--- src/rtl/bp_be_pipe_sys_mt_pkg.sv ---
// Shared definitions for the multi-thread BE system pipe: CSR addresses, funct3 codes,
// the staging entry layout and the context-switch state type.
package bp_be_pkg;

    localparam logic [11:0] bp_csr_ctxt_gp     = 12'h081;
    localparam logic [11:0] bp_csr_tscratch_gp = 12'h5C0;
    localparam logic [11:0] bp_csr_tswcnt_gp   = 12'hC81;

    localparam logic [2:0] bp_csrrw_gp  = 3'b001;
    localparam logic [2:0] bp_csrrs_gp  = 3'b010;
    localparam logic [2:0] bp_csrrc_gp  = 3'b011;
    localparam logic [2:0] bp_csrrwi_gp = 3'b101;
    localparam logic [2:0] bp_csrrsi_gp = 3'b110;
    localparam logic [2:0] bp_csrrci_gp = 3'b111;

    // Staging entries are sized for the widest supported configuration
    localparam int bp_be_sys_tid_max_gp   = 8;
    localparam int bp_be_sys_dword_max_gp = 64;

    typedef enum logic [1:0] {
        e_ctxt_idle = 2'b00,
        e_ctxt_req  = 2'b01,
        e_ctxt_swap = 2'b10
    } bp_be_sys_ctxt_state_e;

    typedef struct packed {
        logic                              v;
        logic [bp_be_sys_tid_max_gp-1:0]   tid;
        logic [2:0]                        funct3;
        logic [11:0]                       addr;
        logic [bp_be_sys_dword_max_gp-1:0] src;
    } bp_be_sys_stage_s;

    // RW variants always write; set/clear variants write only with a nonzero source
    function automatic logic csr_write_intent(input logic [2:0] funct3, input logic src_nz);
        logic wi;
        case (funct3[1:0])
            2'b01:        wi = 1'b1;
            2'b10, 2'b11: wi = src_nz;
            default:      wi = 1'b0;
        endcase
        return wi;
    endfunction

endpackage

--- src/rtl/bp_be_pipe_sys_mt_if.sv ---
// Issue-side bus of the multi-thread system pipe: CSR op in, read data and hit/illegal status out.
interface bp_be_pipe_sys_mt_if #(
    parameter int threads_p     = 2,
    parameter int dword_width_p = 64
);
    localparam int tid_width_lp = (threads_p > 1) ? $clog2(threads_p) : 1;

    logic                     issue_v_i;
    logic                     issue_ready_o;
    logic [tid_width_lp-1:0]  issue_tid_i;
    logic [2:0]               issue_funct3_i;
    logic [11:0]              issue_addr_i;
    logic [dword_width_p-1:0] issue_rs1_i;
    logic [4:0]               issue_zimm_i;
    logic                     v_o;
    logic                     illegal_o;
    logic [dword_width_p-1:0] data_o;

    modport master (
        output issue_v_i, issue_tid_i, issue_funct3_i, issue_addr_i, issue_rs1_i, issue_zimm_i,
        input  issue_ready_o, v_o, illegal_o, data_o
    );

    modport slave (
        input  issue_v_i, issue_tid_i, issue_funct3_i, issue_addr_i, issue_rs1_i, issue_zimm_i,
        output issue_ready_o, v_o, illegal_o, data_o
    );

endinterface

--- src/rtl/bp_be_pipe_sys_mt_stage.sv ---
// Fixed-latency valid/payload shift register; flush clears every valid bit, including the incoming one.
module bp_be_sys_stage_pipe #(
    parameter int depth_p = 2,
    parameter int width_p = 8
) (
    input  logic               clk_i,
    input  logic               reset_i,
    input  logic               flush_i,
    input  logic               v_i,
    input  logic [width_p-1:0] data_i,
    output logic               v_o,
    output logic [width_p-1:0] data_o
);

    logic [depth_p-1:0] v_r;
    logic [width_p-1:0] data_r [depth_p];

    // Advance valid bits and payload one slot per cycle
    always_ff @(posedge clk_i or posedge reset_i) begin
        if (reset_i) begin
            v_r <= {depth_p{1'b0}};
            for (int i = 0; i < depth_p; i++) data_r[i] <= {width_p{1'b0}};
        end else begin
            if (flush_i) begin
                v_r <= {depth_p{1'b0}};
            end else begin
                v_r[0] <= v_i;
                for (int i = 1; i < depth_p; i++) v_r[i] <= v_r[i-1];
            end
            data_r[0] <= data_i;
            for (int i = 1; i < depth_p; i++) data_r[i] <= data_r[i-1];
        end
    end

    assign v_o    = v_r[depth_p-1];
    assign data_o = data_r[depth_p-1];

endmodule

--- src/rtl/bp_be_pipe_sys_mt.sv ---
// Multi-thread BE system pipe: thread-banked CSRs, retire-staged writes and the CTXT switch handshake.
// Defining BP_BE_SYS_MT_PERF_EN adds the read-only per-thread TSWCNT switch counters at 0xC81.
module bp_be_pipe_sys_mt
    import bp_be_pkg::*;
#(
    parameter  int threads_p      = 2,
    parameter  int retire_depth_p = 2,
    parameter  int dword_width_p  = 64,
    localparam int tid_width_lp   = (threads_p > 1) ? $clog2(threads_p) : 1
) (
    input  logic                    clk_i,
    input  logic                    reset_i,
    bp_be_pipe_sys_mt_if.slave      issue_if,
    input  logic                    flush_i,
    input  logic                    retire_v_i,
    input  logic                    retire_exception_i,
    output logic [tid_width_lp-1:0] current_tid_o,
    output logic                    switch_req_o,
    output logic [tid_width_lp-1:0] switch_tid_o,
    input  logic                    switch_ack_i,
    output logic                    err_o
);

    localparam int payload_w_lp = $bits(bp_be_sys_stage_s) - 1;

    function automatic logic tid_valid(input logic [tid_width_lp-1:0] tid);
        return (32'(tid) < threads_p);
    endfunction

    bp_be_sys_ctxt_state_e    state_r;
    logic [tid_width_lp-1:0]  current_tid_r, switch_tid_r;
    logic                     switch_req_r, issue_ready_r, err_r;
    logic [dword_width_p-1:0] tscratch_r [threads_p];
`ifdef BP_BE_SYS_MT_PERF_EN
    logic [31:0]              tswcnt_r [threads_p];
`endif

    logic                     issue_fire_s, hit_s, ro_s, wi_s, illegal_s;
    logic [dword_width_p-1:0] issue_src_s, rdata_s;
    bp_be_sys_stage_s         stage_in_s, tail_s;
    logic                     tail_v_s;
    logic [payload_w_lp-1:0]  tail_payload_s;

    // Issue decode: hit/read-only lookup, write intent and combinational read data
    always_comb begin
        issue_fire_s = issue_if.issue_v_i & issue_ready_r;
        issue_src_s  = issue_if.issue_funct3_i[2] ? dword_width_p'(issue_if.issue_zimm_i)
                                                  : issue_if.issue_rs1_i;
        wi_s    = csr_write_intent(issue_if.issue_funct3_i, |issue_src_s);
        hit_s   = 1'b0;
        ro_s    = 1'b0;
        rdata_s = {dword_width_p{1'b0}};
        case (issue_if.issue_addr_i)
            bp_csr_ctxt_gp: begin
                hit_s   = 1'b1;
                rdata_s = dword_width_p'(current_tid_r);
            end
            bp_csr_tscratch_gp: begin
                hit_s = 1'b1;
                if (tid_valid(issue_if.issue_tid_i)) rdata_s = tscratch_r[issue_if.issue_tid_i];
                else                                 rdata_s = {dword_width_p{1'b0}};
            end
`ifdef BP_BE_SYS_MT_PERF_EN
            bp_csr_tswcnt_gp: begin
                hit_s = 1'b1;
                ro_s  = 1'b1;
                if (tid_valid(issue_if.issue_tid_i)) rdata_s = dword_width_p'(tswcnt_r[issue_if.issue_tid_i]);
                else                                 rdata_s = {dword_width_p{1'b0}};
            end
`endif
            default: begin
                hit_s = 1'b0;
            end
        endcase
        illegal_s          = issue_fire_s & (~hit_s | (wi_s & ro_s));
        issue_if.v_o       = issue_fire_s & ~illegal_s;
        issue_if.illegal_o = illegal_s;
        issue_if.data_o    = issue_fire_s ? rdata_s : {dword_width_p{1'b0}};
        stage_in_s.v       = issue_fire_s & ~illegal_s & wi_s;
        stage_in_s.tid     = bp_be_sys_tid_max_gp'(issue_if.issue_tid_i);
        stage_in_s.funct3  = issue_if.issue_funct3_i;
        stage_in_s.addr    = issue_if.issue_addr_i;
        stage_in_s.src     = bp_be_sys_dword_max_gp'(issue_src_s);
    end

    assign issue_if.issue_ready_o = issue_ready_r;

    bp_be_sys_stage_pipe #(
        .depth_p (retire_depth_p),
        .width_p (payload_w_lp)
    ) stage_pipe (
        .clk_i   (clk_i),
        .reset_i (reset_i),
        .flush_i (flush_i),
        .v_i     (stage_in_s.v),
        .data_i  (stage_in_s[payload_w_lp-1:0]),
        .v_o     (tail_v_s),
        .data_o  (tail_payload_s)
    );

    assign tail_s = {tail_v_s, tail_payload_s};

    logic                     commit_s, ctxt_commit_s, ctxt_switch_s, tscratch_commit_s;
    logic [tid_width_lp-1:0]  tail_tid_s, ctxt_new_tid_s;
    logic [dword_width_p-1:0] tail_src_s, old_s, new_s;

    // Commit: read-modify-write against the CSR value as it stands at retire
    always_comb begin
        commit_s   = retire_v_i & ~retire_exception_i & tail_s.v;
        tail_tid_s = tid_width_lp'(tail_s.tid);
        tail_src_s = dword_width_p'(tail_s.src);
        if (tail_s.addr == bp_csr_ctxt_gp)                               old_s = dword_width_p'(current_tid_r);
        else if (tail_s.addr == bp_csr_tscratch_gp && tid_valid(tail_tid_s)) old_s = tscratch_r[tail_tid_s];
        else                                                             old_s = {dword_width_p{1'b0}};
        case (tail_s.funct3[1:0])
            2'b01:   new_s = tail_src_s;
            2'b10:   new_s = old_s | tail_src_s;
            2'b11:   new_s = old_s & ~tail_src_s;
            default: new_s = old_s;
        endcase
        ctxt_new_tid_s    = new_s[tid_width_lp-1:0];
        ctxt_commit_s     = commit_s & (tail_s.addr == bp_csr_ctxt_gp);
        ctxt_switch_s     = ctxt_commit_s & tid_valid(ctxt_new_tid_s) & (ctxt_new_tid_s != current_tid_r);
        tscratch_commit_s = commit_s & (tail_s.addr == bp_csr_tscratch_gp) & tid_valid(tail_tid_s);
    end

    // Context-switch FSM with its registered handshake outputs and the sticky drop error
    always_ff @(posedge clk_i or posedge reset_i) begin
        if (reset_i) begin
            state_r       <= e_ctxt_idle;
            current_tid_r <= {tid_width_lp{1'b0}};
            switch_tid_r  <= {tid_width_lp{1'b0}};
            switch_req_r  <= 1'b0;
            issue_ready_r <= 1'b1;
            err_r         <= 1'b0;
        end else begin
            if (ctxt_commit_s && (state_r != e_ctxt_idle)) err_r <= 1'b1;
            else                                           err_r <= err_r;
            case (state_r)
                e_ctxt_idle: begin
                    if (ctxt_switch_s) begin
                        state_r       <= e_ctxt_req;
                        switch_tid_r  <= ctxt_new_tid_s;
                        switch_req_r  <= 1'b1;
                        issue_ready_r <= 1'b0;
                    end
                end
                e_ctxt_req: begin
                    if (switch_ack_i) begin
                        state_r      <= e_ctxt_swap;
                        switch_req_r <= 1'b0;
                    end
                end
                e_ctxt_swap: begin
                    current_tid_r <= switch_tid_r;
                    state_r       <= e_ctxt_idle;
                    issue_ready_r <= 1'b1;
                end
                default: begin
                    state_r       <= e_ctxt_idle;
                    switch_req_r  <= 1'b0;
                    issue_ready_r <= 1'b1;
                end
            endcase
        end
    end

    // Thread-banked scratch registers
    always_ff @(posedge clk_i or posedge reset_i) begin
        if (reset_i) begin
            for (int i = 0; i < threads_p; i++) tscratch_r[i] <= {dword_width_p{1'b0}};
        end else if (tscratch_commit_s) begin
            tscratch_r[tail_tid_s] <= new_s;
        end else begin
            tscratch_r[0] <= tscratch_r[0];
        end
    end

`ifdef BP_BE_SYS_MT_PERF_EN
    // Switch counters: bump the destination thread once per completed swap
    always_ff @(posedge clk_i or posedge reset_i) begin
        if (reset_i) begin
            for (int i = 0; i < threads_p; i++) tswcnt_r[i] <= 32'd0;
        end else if (state_r == e_ctxt_swap) begin
            tswcnt_r[switch_tid_r] <= tswcnt_r[switch_tid_r] + 32'd1;
        end else begin
            tswcnt_r[0] <= tswcnt_r[0];
        end
    end
`endif

    assign current_tid_o = current_tid_r;
    assign switch_req_o  = switch_req_r;
    assign switch_tid_o  = switch_tid_r;
    assign err_o         = err_r;

endmodule

--- src/flat_wrapper.sv ---
// flat-port wrapper written by rule: the top's interface ports become plain ports
module bp_be_pipe_sys_mt_flat import bp_be_pkg::*;
#(
    parameter  int threads_p      = 2,
    parameter  int retire_depth_p = 2,
    parameter  int dword_width_p  = 64,
    localparam int tid_width_lp   = (threads_p > 1) ? $clog2(threads_p) : 1
)
  (clk_i, reset_i, flush_i, retire_v_i, retire_exception_i, current_tid_o, switch_req_o, switch_tid_o, switch_ack_i, err_o, issue_if_issue_v_i, issue_if_issue_tid_i, issue_if_issue_funct3_i, issue_if_issue_addr_i, issue_if_issue_rs1_i, issue_if_issue_zimm_i, issue_if_issue_ready_o, issue_if_v_o, issue_if_illegal_o, issue_if_data_o);
  bp_be_pipe_sys_mt_if #(.threads_p(threads_p), .dword_width_p(dword_width_p)) issue_if_i ();
  input  logic clk_i;
  input  logic reset_i;
  input  logic flush_i;
  input  logic retire_v_i;
  input  logic retire_exception_i;
  output logic [tid_width_lp-1:0] current_tid_o;
  output logic switch_req_o;
  output logic [tid_width_lp-1:0] switch_tid_o;
  input  logic switch_ack_i;
  output logic err_o;
  input wire logic [$bits(issue_if_i.issue_v_i)-1:0] issue_if_issue_v_i;
  input wire logic [$bits(issue_if_i.issue_tid_i)-1:0] issue_if_issue_tid_i;
  input wire logic [$bits(issue_if_i.issue_funct3_i)-1:0] issue_if_issue_funct3_i;
  input wire logic [$bits(issue_if_i.issue_addr_i)-1:0] issue_if_issue_addr_i;
  input wire logic [$bits(issue_if_i.issue_rs1_i)-1:0] issue_if_issue_rs1_i;
  input wire logic [$bits(issue_if_i.issue_zimm_i)-1:0] issue_if_issue_zimm_i;
  output wire logic [$bits(issue_if_i.issue_ready_o)-1:0] issue_if_issue_ready_o;
  output wire logic [$bits(issue_if_i.v_o)-1:0] issue_if_v_o;
  output wire logic [$bits(issue_if_i.illegal_o)-1:0] issue_if_illegal_o;
  output wire logic [$bits(issue_if_i.data_o)-1:0] issue_if_data_o;
  assign issue_if_i.issue_v_i = issue_if_issue_v_i;
  assign issue_if_i.issue_tid_i = issue_if_issue_tid_i;
  assign issue_if_i.issue_funct3_i = issue_if_issue_funct3_i;
  assign issue_if_i.issue_addr_i = issue_if_issue_addr_i;
  assign issue_if_i.issue_rs1_i = issue_if_issue_rs1_i;
  assign issue_if_i.issue_zimm_i = issue_if_issue_zimm_i;
  assign issue_if_issue_ready_o = issue_if_i.issue_ready_o;
  assign issue_if_v_o = issue_if_i.v_o;
  assign issue_if_illegal_o = issue_if_i.illegal_o;
  assign issue_if_data_o = issue_if_i.data_o;
  bp_be_pipe_sys_mt #(.threads_p(threads_p), .retire_depth_p(retire_depth_p), .dword_width_p(dword_width_p)) u_core (.clk_i(clk_i), .reset_i(reset_i), .issue_if(issue_if_i), .flush_i(flush_i), .retire_v_i(retire_v_i), .retire_exception_i(retire_exception_i), .current_tid_o(current_tid_o), .switch_req_o(switch_req_o), .switch_tid_o(switch_tid_o), .switch_ack_i(switch_ack_i), .err_o(err_o));
endmodule
--- config.mk ---
export PLATFORM = sky130hd
export DESIGN_NAME = bp_be_pipe_sys_mt_flat
export DESIGN_NICKNAME = d
export VERILOG_FILES = /design/src/rtl/bp_be_pipe_sys_mt_pkg.sv /design/src/rtl/bp_be_pipe_sys_mt_if.sv /design/src/rtl/bp_be_pipe_sys_mt_stage.sv /design/src/rtl/bp_be_pipe_sys_mt.sv /design/src/flat_wrapper.sv
export SDC_FILE = /design/constraint.sdc
export NUM_CORES = 1
export LEC_CHECK = 0
export BUFFER_PORTS_ARGS = -buffer_cell sky130_fd_sc_hd__clkbuf_2
export CAP_MARGIN = 0
export CORE_MARGIN = 3
export CORE_UTILIZATION = 34
export CTS_CLUSTER_DIAMETER = 50
export DETAILED_ROUTE_END_ITERATION = 8
export SKIP_LAST_GASP = 1
export SLEW_MARGIN = 25
export SYNTH_ARGS = -nofsm -noshare
export SYNTH_HDL_FRONTEND = slang
export SYNTH_SLANG_ARGS = --single-unit
--- constraint.sdc ---
create_clock -name clk_i -period 8.83 [get_ports clk_i]
set_input_delay 0.4415 -clock clk_i [delete_from_list [all_inputs] [get_ports clk_i]]
set_output_delay 0.4415 -clock clk_i [all_outputs]
set_load 0.05 [all_outputs]
## After elaboration in Yosys (flattened, before gate mapping)

Cells that the tools add are included.
W data, S select, Z words.

- Magnitude comparators: 3
- Equal/unequal tests: 15
- Muxes and demuxes: 26
- Bitwise logic cells: 19
- Reduce and logical (&&, ||, !) cells: 11

Operators with widths:

| operator | number |
|---|---|
| $mux W64 | 11 |
| $pmux W64 S3 | 1 |
| $bwmux W128 | 1 |
| $pmux W64 S2 | 1 |
| $and A64 B64 Y64 | 1 |
| $demux W64 S1 | 1 |
| $not A64 Y64 | 1 |
| $or A64 B64 Y64 | 1 |
| $reduce_or A64 Y1 | 1 |
| $eq A12 B11 Y1 const B | 2 |
| $eq A12 B8 Y1 const B | 2 |
| $eq A2 B2 Y1 const B | 5 |
| $and A1 B1 Y1 | 9 |
| $eq A2 B1 Y1 const B | 3 |
| $mux W2 | 3 |
| $reduce_and A2 Y1 | 3 |
| $not A1 Y1 | 5 |
| $ge A2 B2 Y1 const B | 2 |
| $mux W1 | 4 |
| $not A1 Y2 | 2 |
| $pmux W1 S2 | 2 |
| $pmux W2 S2 | 1 |
| $reduce_or A2 Y1 | 2 |
| $pmux W1 S3 | 1 |
| other kinds (8) | 9 |

- Register bits after elaboration: 297
- Bits of input ports: 92
- Output and inout port bits: 71
- Logic and storage cells: 85

## Logic depth before layout (Yosys ltp)

Gate-level depths: netlist of the first run.

- Word-level depth: 12
- Gate-level depth with buffers: 8

## Modules after synthesis

Synthesis of the first run repeated with hierarchy kept, for this count alone.

- Cells, all modules: 1,201
- Area, all modules: 13,233.9 um^2

By module, submodules not included:

| module | times used | cells each | area each (um^2) | sequential area each (um^2) |
|---|---|---|---|---|
| bp_be_pipe_sys_mt | 1 | 935 | 8,160.3 | 3,379.5 |
| bp_be_sys_stage_pipe | 1 | 266 | 5,073.6 | 4,404.2 |

## Worst setup path after synthesis of the first run

No wires, ideal clock.

- Path kind: input to output
- Start: input port issue_if_issue_addr_i[1]
- End: output port issue_if_data_o[10]
- Arrival time: 2.364 ns
- Required time: 8.389 ns
- Setup slack: 6.024 ns
- Cell stages on the path: 7
- Buffers on the path: 2
- Path through: nor4_1 -> and4b_1 -> nand3_1 -> or2_2 -> clkbuf_1 -> clkbuf_1 -> nor2_1

- Longest elaborated chain between the ends: 3
- Elaborated cells on any way between the ends: 4
- Classes of those cells: 2 x eq/ne; 2 x mux

Ends and longest elaborated chain:

| element | RTL line | RTL |
|---|---|---|
| start, declared | flat_wrapper.sv:24 | `input wire logic [$bits(issue_if_i.issue_addr_i)-1:0] issue_if_issue_addr_i;` |
| $eq A12 B11 Y1 / $eq A12 B8 Y1 (equally long branches) | bp_be_pipe_sys_mt.sv:53 | `case (issue_if.issue_addr_i)` |
| $pmux W64 S2 (*) | bp_be_pipe_sys_mt.sv:53 |  |
| $mux W64 (*) | bp_be_pipe_sys_mt.sv:78 | `issue_if.data_o = issue_fire_s ? rdata_s : {dword_width_p{1'b0}};` |
| end, declared | flat_wrapper.sv:30 | `output wire logic [$bits(issue_if_i.data_o)-1:0] issue_if_data_o;` |

Every way passes the cells marked *; elsewhere a longest branch is shown, timed or not.

## Worst setup path after layout of the first run

- Start: register u_core.issue_ready_r (netlist: u_core.issue_if.issue_ready_o)
- End: output port issue_if_data_o[35]

- Longest elaborated chain between the ends: 2

Ends and longest elaborated chain:

| element | RTL line | RTL |
|---|---|---|
| start, declared | bp_be_pipe_sys_mt.sv:32 | `logic switch_req_r, issue_ready_r, err_r;` |
| start signal, assigned | bp_be_pipe_sys_mt.sv:134 | `issue_ready_r <= 1'b1;` |
| start signal, assigned | bp_be_pipe_sys_mt.sv:145 | `issue_ready_r <= 1'b0;` |
| start signal, assigned | bp_be_pipe_sys_mt.sv:157 | `issue_ready_r <= 1'b1;` |
| $and A1 B1 Y1 | bp_be_pipe_sys_mt.sv:46 | `issue_fire_s = issue_if.issue_v_i & issue_ready_r;` |
| $mux W64 | bp_be_pipe_sys_mt.sv:78 |  |

Every way passes these cells.

==> flow_metrics.env, run 1 <==
export IMPL_peakVddDrop_uv=161.1
export IMPL_gp_congestion=0.7010
export IMPL_crit_start="u_core.issue_if.issue_ready_o"
export IMPL_initial_core_util_pct=34.83
export IMPL_antenna_found_initial=0
export IMPL_required_ns=8.39
export IMPL_fin_hold_ws_ns=-0.0009132
export IMPL_period_share_pct=35.39
export IMPL_synth_area_leaders="dfrtp_1 61%, mux2i_1 11%, a21oi_1 5.4%"
export IMPL_synth_warning_count=0
export IMPL_fin_tns_setup_ns=0
export IMPL_finalWorstSetupSlack_ns=5.705
export IMPL_setup_violations=0
export IMPL_cts_hold_buf=0
export IMPL_cp_max_fo=34
export IMPL_cts_made_buffers=38
export IMPL_failed_checks="hold timing"
export IMPL_r2r_start="u_core.stage_pipe.data_o[77]"
export IMPL_grt_max_degree=83
export IMPL_clock_sinks=295
export IMPL_num_antenna_cells=0
export IMPL_cellPowerDensity_mw_per_mm2=213.8
export IMPL_die_y_um=195.0
export IMPL_synth_fp_nets=1184
export IMPL_synth_ff_type="dfrtp_1"
export IMPL_io_pins=163
export IMPL_fp_row_count=68
export IMPL_cts_tree="yes"
export IMPL_synth_area_leader_cell="dfrtp_1"
export IMPL_cts_buffer_depth=3
export IMPL_die_x_um=195.0
export IMPL_grt_pass1_vias=8856
export IMPL_slew_headroom_pct=33.30
export IMPL_min_period_ns=3.125
export IMPL_ys_types=44
export IMPL_cts_clk_slew_worst_paths_ns=0.06
export IMPL_total_power_mw=3.142
export IMPL_rsz0062_at_grt="no"
export IMPL_hpwl_um=18920
export IMPL_synth_cells=1092
export IMPL_synth_top_area_share_pct=60.55
export IMPL_finalHoldViolations=1
export IMPL_reg2reg_slack_ns=5.97
export IMPL_drt_iter0_markers=421
export IMPL_yosysSeqAreaShare_pct=60.77
export IMPL_hold_path_class="input pin to async pin"
export IMPL_slew_viol_final=0
export IMPL_grt_pass1_wl_um=50440
export IMPL_viasPerCell=5.008
export IMPL_status="complete, but fails checks"
export IMPL_worst_setup_path_type="flip-flop to output pin"
export IMPL_numPortBuffers=162
export IMPL_ys_async_sr_fraction_pct=100.0
export IMPL_clock_fmax_ghz=0.3200
export IMPL_synthToLayoutAreaGrowth_pct=20.96
export IMPL_cts_setup_buffers=0
export IMPL_finClkSkew_ns=0.02484
export IMPL_cts_resized=0
export IMPL_grtUsageTotal_pct=16.57
export IMPL_cts_root_buf="clkbuf_16"
export IMPL_ys_ff_latch=295
export IMPL_drcViolationCount=0
export IMPL_dr_pass1_iters=5
export IMPL_arrival_ns=2.68
export IMPL_worstMarginPinSlew_ns=1.000
export IMPL_wirelength_um=31850
export IMPL_critPathLaunchType="flip-flop"
export IMPL_drive_above_1_share_pct=21.00
export IMPL_end_kind="output pin"
export IMPL_netlist_area_sq_mm=0.01215
export IMPL_core_sq_mm=0.03488
export IMPL_avgRoutedWirePerCell_um=18.55
export IMPL_clk_latency_ns=0.52
export IMPL_grt_overflow_total=0
export IMPL_die_area_sq_mm=0.03804
export IMPL_synth_edf_count=0
export IMPL_final_nets=1325
export IMPL_pre_cts_slack_ns=5.705
export IMPL_maxCapViolations=0
export IMPL_dr_total_vias=8598
export IMPL_cts_max_level=2
export IMPL_avgSynthCellArea_sq_um=11.13
export IMPL_cellLeakagePower_nw=6.841
export IMPL_ant_nets=0
[per-stage QoR]
stage,instances,utilization (%),hold WS (ns),area (sq um)
after floorplan,1092,-,0.3312,12150
after global placement,1646,38.23,0.3310,13340
after detailed placement,1647,38.32,0.3347,13370
after CTS,1716,42.05,0.005078,14670
after global routing,1717,42.13,0.01581,14700
final,1717,42.13,-0.0009132,14700
[routing by layer]
layer	up-vias	part of all wire (%)	track usage, %
met4	0	1.3	3.829
met2	185	47	26.87
met3	32	4.3	3.019
li1	4123	-	-
met1	4258	47	23.33
met5	-	0	0
[area by class of cell]
class	instances	area (sq um)
Clock buffer	46	1031
Timing Repair Buffer	177	965.9
Multi-Input combinational cell	717	4451
Inverter	4	22.52
Tap cell	455	569.3
Fill cell	3406	20190
Sequential cell	295	7388
Clock inverter	23	269.0
[layout by cell type, fill, tap and decap left out, types with 2 or more instances in the layout]
| cell type | Yosys | layout |
|---|---|---|
| buf_4 | 0 | 12 |
| nand2_1 | 67 | 67 |
| inv_8 | 0 | 3 |
| clkinv_4 | 0 | 2 |
| dfrtp_1 | 294 | 292 |
| nor4b_2 | 1 | 2 |
| o21bai_1 | 2 | 2 |
| clkbuf_16 | 0 | 38 |
| o21ai_0 | 51 | 51 |
| inv_1 | 4 | 3 |
| nor4_2 | 1 | 2 |
| inv_6 | 0 | 4 |
| a21oi_1 | 130 | 130 |
| bufinv_16 | 0 | 4 |
| clkbuf_1 | 45 | 3 |
| nor2b_1 | 63 | 63 |
| mux2i_1 | 128 | 128 |
| clkinvlp_4 | 0 | 3 |
| nor2_1 | 133 | 133 |
| mux2_2 | 7 | 7 |
| o211ai_1 | 2 | 2 |
| nand4b_1 | 2 | 2 |
| clkbuf_2 | 0 | 161 |
| nand3_1 | 3 | 3 |
| o21ai_1 | 14 | 14 |
| nor3_1 | 2 | 2 |
| nor4_1 | 18 | 17 |
| or4_1 | 3 | 3 |
| a22oi_1 | 63 | 63 |
| clkinv_2 | 0 | 7 |
| buf_6 | 5 | 2 |
| clkbuf_8 | 0 | 5 |
| nand4_1 | 8 | 8 |
[registers in the layout, summed over array words and instances (netlist names)]
signal / cells
u_core.issue_if.issue_ready_o: 1
u_core.state_r: 2
u_core.stage_pipe.data_r: 79
u_core.err_o: 1
u_core.switch_tid_o: 1
u_core.tscratch_r: 128
u_core.current_tid_o: 1
u_core.stage_pipe.data_o: 79
u_core.stage_pipe.v_r: 2
u_core.switch_req_o: 1
[synth_stat cells (2+ instances only)]
library cell and instances:
inv_1 4, nor2_1 133, dfrtp_1 294, nor4b_1 2
o21ai_0 51, clkbuf_1 45, nor3_1 2, mux2_2 7
nor4_1 18, o211ai_1 2, nand4_1 8, o21ai_1 14
nand2_1 67, nand3_1 3, buf_1 10, nor2b_1 63
nand4b_1 2, a22oi_1 63, o21bai_1 2, mux2i_1 128
or4_1 3, buf_6 5, buf_2 16, a21oi_1 130
[critical path: stages (launching register included)]
cell and delay (ns):
dfstp_2 0.58, nand3_1 0.12, or2_2 0.58, buf_4 0.37
nor2_1 0.18, clkbuf_2 0.30
[where the power goes]
| group | internal, mW | switching, mW |
|---|---|---|
| sequential | 1.39 | 0.0193 |
| combinational | 0.0549 | 0.105 |
| clock | 0.963 | 0.608 |
[logic make-up after synthesis]
logic type             synth area share, %
AO/OA/AOI/OAI                        12.68
XOR/XNOR                           0.07210
buffers and inverters                2.945
flip-flops                           60.77
multiplexers                         11.32
AND/OR/NAND/NOR                      12.22
[worst paths after layout]
kind                                            endpoint  cells after the start
max in group asynchronous          u_core.tscratch_r[93]                      4
setup reg to reg                   u_core.tscratch_r[37]                      6
hold reg to reg             u_core.stage_pipe.data_o[36]                      0
min in group clk_i         u_core.stage_pipe.data_r[160]                      1
setup / recovery                     issue_if_data_o[35]                      5
hold / removal             u_core.stage_pipe.data_r[164]                      2
Note: power is estimated with default switching activity, not from simulation.
==> inputs of run 2 (changes only) <==
clock period = 2.6 ns   (was 8.83 ns; I/O delays follow)
==> flow_metrics.env, run 2 (same netlist as run 1, synthesis figures left out) <==
export IMPL_min_period_ns=2.523
export IMPL_clock_fmax_ghz=0.3963
export IMPL_p_int_mw=8.191
export IMPL_cts_made_buffers=38
export IMPL_cellPowerDensity_mw_per_mm2=677.8
export IMPL_cts_max_level=2
export IMPL_slew_headroom_pct=42.44
export IMPL_hpwl_um=18420
export IMPL_drcViolationCount=0
export IMPL_cellLeakagePower_nw=7.234
export IMPL_arrival_ns=2.39
export IMPL_cts_root_buf="clkbuf_16"
export IMPL_grtUsageTotal_pct=16.75
export IMPL_switching_share_pct=22.95
export IMPL_power_switching_mw=2.440
export IMPL_wirelength_um=33080
export IMPL_ant_nets=0
export IMPL_hold_path_end="u_core.stage_pipe.data_r[166]"
export IMPL_total_power_mw=10.63
export IMPL_rr_endpoint="u_core.tscratch_r[38]"
export IMPL_grt_pass1_wl_um=51510
export IMPL_period_share_pct=97.04
export IMPL_grt_max_degree=93
export IMPL_peakVddDrop_uv=590.5
export IMPL_antenna_found_initial=1
export IMPL_io_pins=163
export IMPL_die_y_um=195.0
export IMPL_status="complete, no violations"
export IMPL_final_cell_mix="292 x dfrtp_1, 160 x clkbuf_2, 133 x nor2_1, 130 x a21oi_1, 128 x mux2i_1"
export IMPL_cp_max_fo=16
export IMPL_required_ns=2.47
export IMPL_gp_congestion=0.7533
export IMPL_die_area_sq_mm=0.03804
export IMPL_finalHoldViolations=0
export IMPL_seqPwrFrac_pct=45.1
export IMPL_drt_iter0_markers=509
export IMPL_clock_sinks=295
export IMPL_drive_above_1_share_pct=19.91
export IMPL_finClkSkew_ns=0.02088
export IMPL_grt_pass1_vias=9369
export IMPL_numPortBuffers=162
export IMPL_setup_violations=0
export IMPL_maxCapViolations=0
export IMPL_dr_pass1_iters=5
export IMPL_top_register="u_core.tscratch_r"
export IMPL_crit_path_max_incr_delay_ns=0.54
export IMPL_slowest_stage="dlygate4sd3_1"
export IMPL_r2r_start="u_core.stage_pipe.data_o[68]"
export IMPL_dr_total_vias=9093
export IMPL_critPathLaunchType="input pin"
export IMPL_cts_clk_slew_worst_paths_ns=0.05
export IMPL_reg2regPathDepth=6
export IMPL_dpl_cell_area_sq_mm=0.01353
export IMPL_final_nets=1422
export IMPL_initial_core_util_pct=34.83
export IMPL_min_delay_start="issue_if_issue_tid_i"
export IMPL_worstMarginPinSlew_ns=0.8634
export IMPL_fin_tns_setup_ns=0
export IMPL_cts_buffer_depth=3
export IMPL_largest_register_ffs=128
export IMPL_cts_tree="yes"
export IMPL_placed_cells=1655
export IMPL_final_common_cell="dfrtp_1"
export IMPL_hold_path_class="input pin to flip-flop"
export IMPL_power_share_clock_pct=48.8
export IMPL_core_sq_mm=0.03488
export IMPL_combPwrFrac_pct=6.1
export IMPL_worstPathCellList="dlygate4sd3_1, clkbuf_2, nor2_1, and4b_1, nand3_2, or2_4, nor2_1, clkbuf_2"
export IMPL_die_x_um=195.0
export IMPL_pre_cts_slack_ns=0.4312
export IMPL_fp_row_count=68
export IMPL_rsz0062_at_grt="yes"
export IMPL_hold_path_depth=1
export IMPL_reg2reg_slack_ns=0.47
export IMPL_avgRoutedWirePerCell_um=18.26
export IMPL_synthToLayoutAreaGrowth_pct=29.09
export IMPL_fill_cells=3287
export IMPL_viasPerCell=5.018
export IMPL_fin_cells=1812
export IMPL_finalWorstSetupSlack_ns=0.07689
export IMPL_slew_viol_final=0
export IMPL_worst_setup_path_type="input pin to output pin"
export IMPL_grt_overflow_total=0
export IMPL_end_kind="output pin"
export IMPL_final_area_sq_mm=0.01569
export IMPL_clk_latency_ns=0.52
==> run 2: changes by cell type in the layout (fill, tap and decap cells not counted), sizes merged <==
cell,previous run,this run
inv,10,8
diode,0,1
or2,1,3
clkinv,10,4
buf,16,26
clkbuf,207,209
dlygate4sd3,0,86
bufinv,4,3
clkinvlp,3,6
==> run 2: worst max path at each step <==
stage,end,slack [ns],startpoint,cells after the start
floorplan,u_core.current_tid_o,-1.45,reset_i,1
global placement,issue_if_data_o[7],0.43,issue_if_issue_addr_i[1],7
detailed placement,issue_if_data_o[7],0.43,issue_if_issue_addr_i[1],7
CTS,issue_if_data_o[7],0.06,issue_if_issue_addr_i[9],8
global route,issue_if_data_o[6],-0.04,issue_if_issue_addr_i[9],8
finish,issue_if_data_o[7],0.08,issue_if_issue_addr_i[9],8
==> run 2: area by class of cell <==
| class | count | area (sq um) | share of cell area (%) |
|---|---|---|---|
| Tap cell | 455 | 569.3 | 3.630 |
| Clock inverter | 17 | 201.4 | 1.284 |
| Inverter | 4 | 18.77 | 0.1197 |
| Sequential cell | 295 | 7391 | 47.12 |
| Timing Repair Buffer | 272 | 1979 | 12.62 |
| Antenna cell | 1 | 2.502 | 0.01595 |
| Multi-Input combinational cell | 719 | 4469 | 28.49 |
| Clock buffer | 49 | 1054 | 6.717 |
==> run 2: power by group through the flow <==
stage	clock, mW	combinational (mW)	sequential, mW
floorplan	0	0.315	4.86
global placement	0	0.549	4.87
detailed placement	0	0.551	4.88
CTS	5.33	0.656	4.80
global route	5.52	0.710	4.81
finish	5.19	0.648	4.80
==> run 2: worst max-delay path, delay by kind of cell <==
family | cells | cell delay (ns)
buffers and inverters | 3 | 0.97
and+or+nand+nor | 5 | 1.28
==> run 2: what timing repair did <==
| action | CTS | global route |
|---|---|---|
| hold buffers | 86 | 0 |
| hold endpoints to repair | 105 | 0 |
| resized for setup | 0 | 3 |
| setup buffers | 0 | 2 |
| endpoints found under the setup margin | 0 | 18 |
==> run 2: metal layers <==
metal	part of all wire [%]	global-route usage [%]
met4	1.7	4.119
met1	46	22.45
met2	48	28.55
met3	4.8	2.778
met5	0	0
==> run 2: per-stage QoR <==
step,util [%],hold WS [ns]
2_1_floorplan,-,0.1614
3_3_place_gp,38.78,0.1294
3_5_place_dp,38.78,0.1299
4_1_cts,44.85,0.03479
5_1_grt,44.96,0.04561
6_report,44.96,0.04981
